File: config.mk
export PLATFORM = sky130hd
export DESIGN_NAME = bank_sum_reader
export DESIGN_NICKNAME = d
export VERILOG_FILES = /design/src/rtl/bank_sum_pkg.sv /design/src/rtl/sum_fifo2.sv /design/src/rtl/bank_sum_reader.sv
export SDC_FILE = /design/constraint.sdc
export NUM_CORES = 1
export LEC_CHECK = 0
export ABC_CLOCK_PERIOD_IN_PS = 9700
export BUFFER_PORTS_ARGS = -buffer_cell sky130_fd_sc_hd__clkbuf_2
export CORE_UTILIZATION = 60
export CTS_BUF_LIST = sky130_fd_sc_hd__clkbuf_16
export CTS_CLUSTER_DIAMETER = 200
export DETAILED_ROUTE_END_ITERATION = 8
export PLACE_DENSITY = 0.87
export SLEW_MARGIN = 20
export SYNTH_ARGS = -nofsm -noshare
export SYNTH_HDL_FRONTEND = slang
export SYNTH_HIERARCHICAL = 1
export SYNTH_SLANG_ARGS = --single-unit
File: constraint.sdc
create_clock -name clk -period 9.7 [get_ports clk]
set_input_delay 0 -clock clk [delete_from_list [all_inputs] [get_ports clk]]
set_output_delay 0 -clock clk [all_outputs]
set_load 0.02 [all_outputs]
File: src/rtl/bank_sum_pkg.sv
// Shared constants and types for the bank read / row-sum stage.
// Bank geometry, FSM states and the {sum,last} record held by the output buffer.
package bank_sum_pkg;

  localparam int NBANK  = 10;
  localparam int DATA_W = 16;
  localparam int ADDR_W = 16;
  localparam int SUM_W  = 20;
  localparam int FIFO_DEPTH = 2;

  typedef enum logic [1:0] {
    IDLE  = 2'd0,
    ISSUE = 2'd1,
    DRAIN = 2'd2
  } state_e;

  typedef struct packed {
    logic [SUM_W-1:0] sum;
    logic             last;
  } row_t;

  function automatic logic [SUM_W-1:0] sext_word(input logic [DATA_W-1:0] w);
    return {{(SUM_W-DATA_W){w[DATA_W-1]}}, w};
  endfunction

endpackage

File: src/rtl/sum_fifo2.sv
// Two-entry FIFO of {sum,last} rows with occupancy count and registered valid.
// The head entry is presented directly from storage, so it is stable until popped.
module sum_fifo2
  import bank_sum_pkg::*;
(
  input  logic       clk,
  input  logic       reset,
  input  logic       push,
  input  row_t       push_row,
  input  logic       pop,
  output row_t       head,
  output logic [1:0] count,
  output logic       valid
);

  row_t       mem_q [FIFO_DEPTH];
  row_t       mem_d [FIFO_DEPTH];
  logic       rd_ptr_q, rd_ptr_d;
  logic       wr_ptr_q, wr_ptr_d;
  logic [1:0] count_q, count_d;
  logic       valid_q, valid_d;
  logic       pop_ok, push_ok;

  assign pop_ok  = pop & valid_q;
  assign push_ok = push & ((count_q != 2'd2) | pop_ok);

  // NOTE: every variable gets its default at the top of always_comb so no path leaves it unassigned (no latch).
  always_comb begin
    mem_d    = mem_q;
    rd_ptr_d = rd_ptr_q ^ pop_ok;
    wr_ptr_d = wr_ptr_q ^ push_ok;
    count_d  = count_q + {1'b0, push_ok} - {1'b0, pop_ok};
    valid_d  = (count_d != 2'd0);
    if (push_ok) begin
      mem_d[wr_ptr_q] = push_row;
    end
  end

  // NOTE: storage is reset too, because the head entry drives out_sum/out_last and those must read 0 after reset.
  always_ff @(posedge clk or negedge reset) begin
    if (!reset) begin
      for (int i = 0; i < FIFO_DEPTH; i++) begin
        mem_q[i] <= '0;
      end
      rd_ptr_q <= 1'b0;
      wr_ptr_q <= 1'b0;
      count_q  <= 2'd0;
      valid_q  <= 1'b0;
    end else begin
      mem_q    <= mem_d;
      rd_ptr_q <= rd_ptr_d;
      wr_ptr_q <= wr_ptr_d;
      count_q  <= count_d;
      valid_q  <= valid_d;
    end
  end

  assign head  = mem_q[rd_ptr_q];
  assign count = count_q;
  assign valid = valid_q;

endmodule

File: src/rtl/bank_sum_reader.sv
// Walks a row range across ten parallel SRAM banks, sums each row as signed words
// and streams the sums over valid/ready through a 2-entry buffer.
module bank_sum_reader
  import bank_sum_pkg::*;
(
  input  logic                    clk,
  input  logic                    reset,
  input  logic                    start,
  input  logic [ADDR_W-1:0]       base_addr,
  input  logic [ADDR_W-1:0]       length,
  output logic                    busy,
  output logic                    done,
  output logic [ADDR_W-1:0]       sram_address,
  input  logic [NBANK*DATA_W-1:0] sram_rdata,
  output logic [SUM_W-1:0]        out_sum,
  output logic                    out_last,
  output logic                    out_valid,
  input  logic                    out_ready
);

  state_e            state_q, state_d;
  logic [ADDR_W-1:0] base_q, base_d;
  logic [ADDR_W-1:0] len_q, len_d;
  logic [ADDR_W-1:0] row_q, row_d;
  logic [ADDR_W-1:0] addr_q, addr_d;
  logic              inflight_q, inflight_d;
  logic              inflight_last_q, inflight_last_d;
  logic              done_q, done_d;

  logic [ADDR_W-1:0] cur_addr;
  logic [2:0]        occupancy;
  logic              pop, credit_ok, issue, last_issue;
  logic [SUM_W-1:0]  row_sum;
  row_t              push_row, head;
  logic [1:0]        fifo_count;
  logic              fifo_valid;

  assign pop        = fifo_valid & out_ready;
  assign occupancy  = {1'b0, fifo_count} + {2'b00, inflight_q};
  // A pop is only possible with a buffered row, so occupancy - pop never underflows.
  assign credit_ok  = (occupancy - {2'b00, pop}) < 3'd2;
  assign issue      = (state_q == ISSUE) && credit_ok;
  assign last_issue = issue && (row_q == len_q - ADDR_W'(1));
  assign cur_addr   = base_q + row_q;

  // The address is presented in the issue cycle itself; otherwise the bus holds the last one.
  assign sram_address = issue ? cur_addr : addr_q;

  // NOTE: blocking '=' accumulates inside always_comb; sequential state below only ever uses '<='.
  always_comb begin
    row_sum = '0;
    for (int k = 0; k < NBANK; k++) begin
      row_sum = row_sum + sext_word(sram_rdata[k*DATA_W +: DATA_W]);
    end
  end

  always_comb begin
    push_row.sum  = row_sum;
    push_row.last = inflight_last_q;
  end

  always_comb begin
    state_d         = state_q;
    base_d          = base_q;
    len_d           = len_q;
    row_d           = row_q;
    done_d          = 1'b0;
    addr_d          = issue ? cur_addr : addr_q;
    inflight_d      = issue;
    inflight_last_d = last_issue;
    case (state_q)
      IDLE: begin
        if (start) begin
          if (length != '0) begin
            base_d  = base_addr;
            len_d   = length;
            row_d   = '0;
            state_d = ISSUE;
          end else begin
            done_d = 1'b1;
          end
        end
      end
      ISSUE: begin
        if (issue) begin
          row_d = row_q + ADDR_W'(1);
          if (last_issue) begin
            state_d = DRAIN;
          end
        end
      end
      DRAIN: begin
        if (pop && head.last) begin
          state_d = IDLE;
          done_d  = 1'b1;
        end
      end
      default: state_d = IDLE;
    endcase
  end

  always_ff @(posedge clk or negedge reset) begin
    if (!reset) begin
      state_q         <= IDLE;
      base_q          <= '0;
      len_q           <= '0;
      row_q           <= '0;
      addr_q          <= '0;
      inflight_q      <= 1'b0;
      inflight_last_q <= 1'b0;
      done_q          <= 1'b0;
    end else begin
      state_q         <= state_d;
      base_q          <= base_d;
      len_q           <= len_d;
      row_q           <= row_d;
      addr_q          <= addr_d;
      inflight_q      <= inflight_d;
      inflight_last_q <= inflight_last_d;
      done_q          <= done_d;
    end
  end

  sum_fifo2 u_fifo (
    .clk      (clk),
    .reset    (reset),
    .push     (inflight_q),
    .push_row (push_row),
    .pop      (pop),
    .head     (head),
    .count    (fifo_count),
    .valid    (fifo_valid)
  );

  assign busy      = (state_q != IDLE);
  assign done      = done_q;
  assign out_sum   = head.sum;
  assign out_last  = head.last;
  assign out_valid = fifo_valid;

endmodule

==> key figures <==
CTS
  – # H-tree levels: 4
  – CTS tree: built
  – CTS Buffer Depth: 2
  – CTS buffer count: 17
  – Clk slew on worst S/H paths: ~0.050 ns
  – Clk_lat worst skew: ~0.41 ns
  – Clk Tree Root Cell: clkbuf_16
  – CTS Sinks: about 120
  – # Post-CTS Setup Buffers: 0

Synth
  – Netlist Area Pre-Place: 10,200 µm²
  – Mux contribution to synthesized area: just under 8%
  – Post-synth top cells: inv_1, fa_1, nand2_1
  – Main combinational cell family by area after synthesis: adder cells
  – Post-synth top flop: dfrtp_1
  – Gate Count Post-Synth: 998
  – Syn Nets: around 1,400
  – Count leader, synth: inv_1
  – Async set-or-reset flop fraction in the synthesized netlist: 100%
  – Synth top area share: roughly 28%
  – Post-synthesis sequential area ratio: ~28%
  – Synth Area in XOR/XNOR: under 10%
  – Distinct cells, synth: 57
  – Post-synth EDFFs: 0
  – Post-synth top area cell: dfrtp_1
  – YS warnings: 6
  – Simple-gate share of the synthesized area: between 10 and 15%
  – Adder-cell area share of the yosys netlist: around a third
  – Avg Cell Area, Syn: between 10 and 15 µm²
  – Synth area leaders: dfrtp_1, fa_1, mux2_2
  – Yosys reg bits: between 100 and 150
  – Compound-gate portion of the synthesized area: roughly 7.2%

Global routing
  – Met2 GRT Util: roughly half
  – Initial antenna violation count: 0
  – First-pass GRT wire length: about 39 mm
  – Met1 GRT Util: 33.8%
  – Overall Global Routing Usage: between 20% and 30%
  – Largest net degree at the start of global routing: 75
  – Met3 Use GR: about 5.4%
  – Vias in the first global route: 8,482
  – GRT busiest layer: met2
  – Congestion Overflow GR: 0

Setup path
  – CP cell instances: clkbuf_2, inv_1, fa_1, inv_1, fa_1, fa_1, inv_1, fa_1, inv_1, fa_1, ha_1, a211o_1, a21oi_1, o221ai_1, a221oi_1, o21bai_1, a21oi_1, xnor2_1, mux2_2
  – Largest stage delay, worst path: 0.53 ns
  – Worst EP arrival: approximately 5 ns
  – Top delay family on crit path: adder cells
  – CP max-delay cell: fa_1
  – Critical Path End Type: flop
  – Max FO, Critical Path: 3
  – R2R setup slack: roughly 5.7 ns
  – Startpoint types: input pin
  – Worst path buffer plus inverter count: 5
  – Crit Path Class: in2reg
  – WP data required: 9.99 ns
  – CP most frequent cell: fa_1

STA
  – Final min period: around 4.7 ns
  – Maximum clock rate: 0.211 GHz
  – Slew @ Worst Pin: ~1.1 ns
  – Min Hold Slack: between 0.02 and 0.025 ns
  – Final hold viol count: 0
  – Post-Route Setup TNS: 0 ns
  – Final Cycle Share: approximately half
  – Slew margin rel.: 27.5%
  – Final Max Tran Viols: 0
  – RSZ-0062 raised after global routing: no
  – Final setup fails: 0
  – Worst clock skew: approximately 0.013 ns

Die
  – Initial core utilization: about three fifths
  – I/O pin cnt: approximately 240
  – Row cnt: 47
  – Chip width: around 130 µm
  – Core Region: 16,600 µm²
  – Die Y-Extent: about 130 µm
  – Die area: ~18,000 µm²

Pwr
  – Clk network pwr share: between 10% and 20%
  – P_leak: between 6 and 7 nW
  – Switching power: 0.00239 W
  – Sw frac: 47.3%
  – Flop pwr share: around 15%
  – Comb power frac: 72.3%
  – VDD IR-drop max: around 0.41 mV
  – Total internal power: around 0.0027 W
  – Power per standard cell area: around 400 nW/µm²

Outcome
  – Outcome: finished, final reports clean

Run
  – Max Cap Viol: 0

Detailed routing
  – # DRC: 0
  – WL final: around 22 mm
  – DRT iter0 DRCs: slightly below 500
  – DR vias/cell: 5.24
  – First-pass iteration count of the detailed router: 7
  – Per-cell routed wire length: around 15 µm
  – Post-route ant nets: 0
  – Total number of vias: ~8,000

Finish
  – Fill count: about 1,100
  – Layout cells sized above 1: 26.7%
  – Ant. Diodes: 0
  – Finished Layout Cells: around 1,500
  – Synth-to-Final Area Change: 22.2%
  – Layout net count: approximately 1,600

Place
  – Detailed Place HPWL: 17.5 mm
  – Gp weighted congestion: ~0.84
  – Placed insts: between 1,000 and 1,500
  – IO Port Bufs: about 240

Worst hold path
  – Hold WC Path Type: in2reg
## registers in the layout, summed over array words and instances (netlist names), 2 cells and up
register	cells
len_q	16
base_q	16
addr_q	16
row_q	16
u_fifo/count	2
u_fifo/mem_q	42
state_q	2
## cell type report
| cell class | count | area [µm²] | area share (%) |
|---|---|---|---|
| Multi-Input combinational cell | 667 | 6490 | 51.9 |
| Timing Repair Buffer | 270 | 1530 | 12.2 |
| Tap cell | 220 | 275 | 2.20 |
| Inverter | 192 | 721 | 5.76 |
| Sequential cell | 116 | 2900 | 23.2 |
| Clock buffer | 17 | 425 | 3.40 |
| Clock inverter | 15 | 173 | 1.38 |
## cells in the final DEF, fill, tap and decap left out, types with 3 or more instances in the layout
cell / netlist / routed
o21bai_1: 4 / 4
nor2_1: 35 / 34
nand3b_1: 4 / 4
mux2i_1: 5 / 5
dlygate4sd3_1: 0 / 34
dfrtp_1: 116 / 116
clkinv_2: 0 / 3
clkbuf_16: 0 / 17
nand2b_1: 7 / 7
clkinv_1: 1 / 4
and2_1: 3 / 3
nand4_1: 6 / 6
o22ai_1: 3 / 3
nor3_1: 10 / 10
nor2b_1: 5 / 5
a211oi_1: 4 / 4
mux2_2: 67 / 67
a21o_1: 15 / 15
a21oi_1: 31 / 31
xor2_1: 30 / 30
or2_2: 4 / 4
nand2_1: 122 / 122
xnor2_1: 39 / 39
fa_1: 134 / 134
o211ai_1: 3 / 3
o21ai_0: 30 / 30
nand3_1: 15 / 15
bufinv_16: 0 / 4
o21a_1: 7 / 7
clkbuf_2: 0 / 234
ha_1: 45 / 45
and3_1: 5 / 5
inv_1: 191 / 194
or4_1: 6 / 6
## path summary, 6_finish.rpt
path / start / endpoint / cells after the start
setup / recovery: sram_rdata[50] / u_fifo/mem_q[40] / 19
hold / removal: sram_rdata[144] / u_fifo/mem_q[22] / 3
setup reg to reg: u_fifo/valid / state_q[0] / 11
hold reg to reg: addr_q[0] / addr_q[0] / 2
max in group asynchronous: reset / base_q[2] / 3
min in group asynchronous: reset / addr_q[11] / 2
## power by group through the flow
stage               registers [W]  logic (W)  clock network (W)
floorplan                0.000724    0.00282                  0
global placement         0.000761    0.00344                  0
detailed placement       0.000773    0.00362                  0
CTS                      0.000768    0.00365           0.000640
global route             0.000789    0.00412           0.000667
finish                   0.000768    0.00366           0.000636
## tightest hold or removal path: cells and delay by family
kind                       cells  cell delay [ns]
buffers and inverters          1             0.09
adders and majority gates      1             0.15
muxes                          1             0.15
## what timing repair did
action | in CTS | in global routing
hold buffers | 34 | 0
gates resized for setup | 0 | 0
hold endpoints to repair | 76 | 0
## through the flow
stage / area (µm²) / setup slack, ns / total power [W] / utilization [%]
after detailed placement: 11600 / 4.59 / 0.00439 / 69.6
after floorplan: 10200 / 5.04 / 0.00355 / -
after global placement: 11600 / 4.71 / 0.00420 / 69.6
after CTS: 12500 / 5.00 / 0.00506 / 75.2
final: 12500 / 4.97 / 0.00506 / 75.2
after global routing: 12500 / 4.78 / 0.00557 / 75.2
## layer usage
layer | vias up | wire length [µm]
li1 | 3704 | -
met1 | 3822 | 9040
met2 | 260 | 11700
met3 | 52 | 1040
met4 | 0 | 663
met5 | - | 0
## cells by family after synthesis
logic type	after synthesis
xor+xnor	69
simple gates	234
fa+ha+maj	179
flops	116
mux	72
compound gates	113
buf+inv	215
Power figures use the tool's default switching activity.
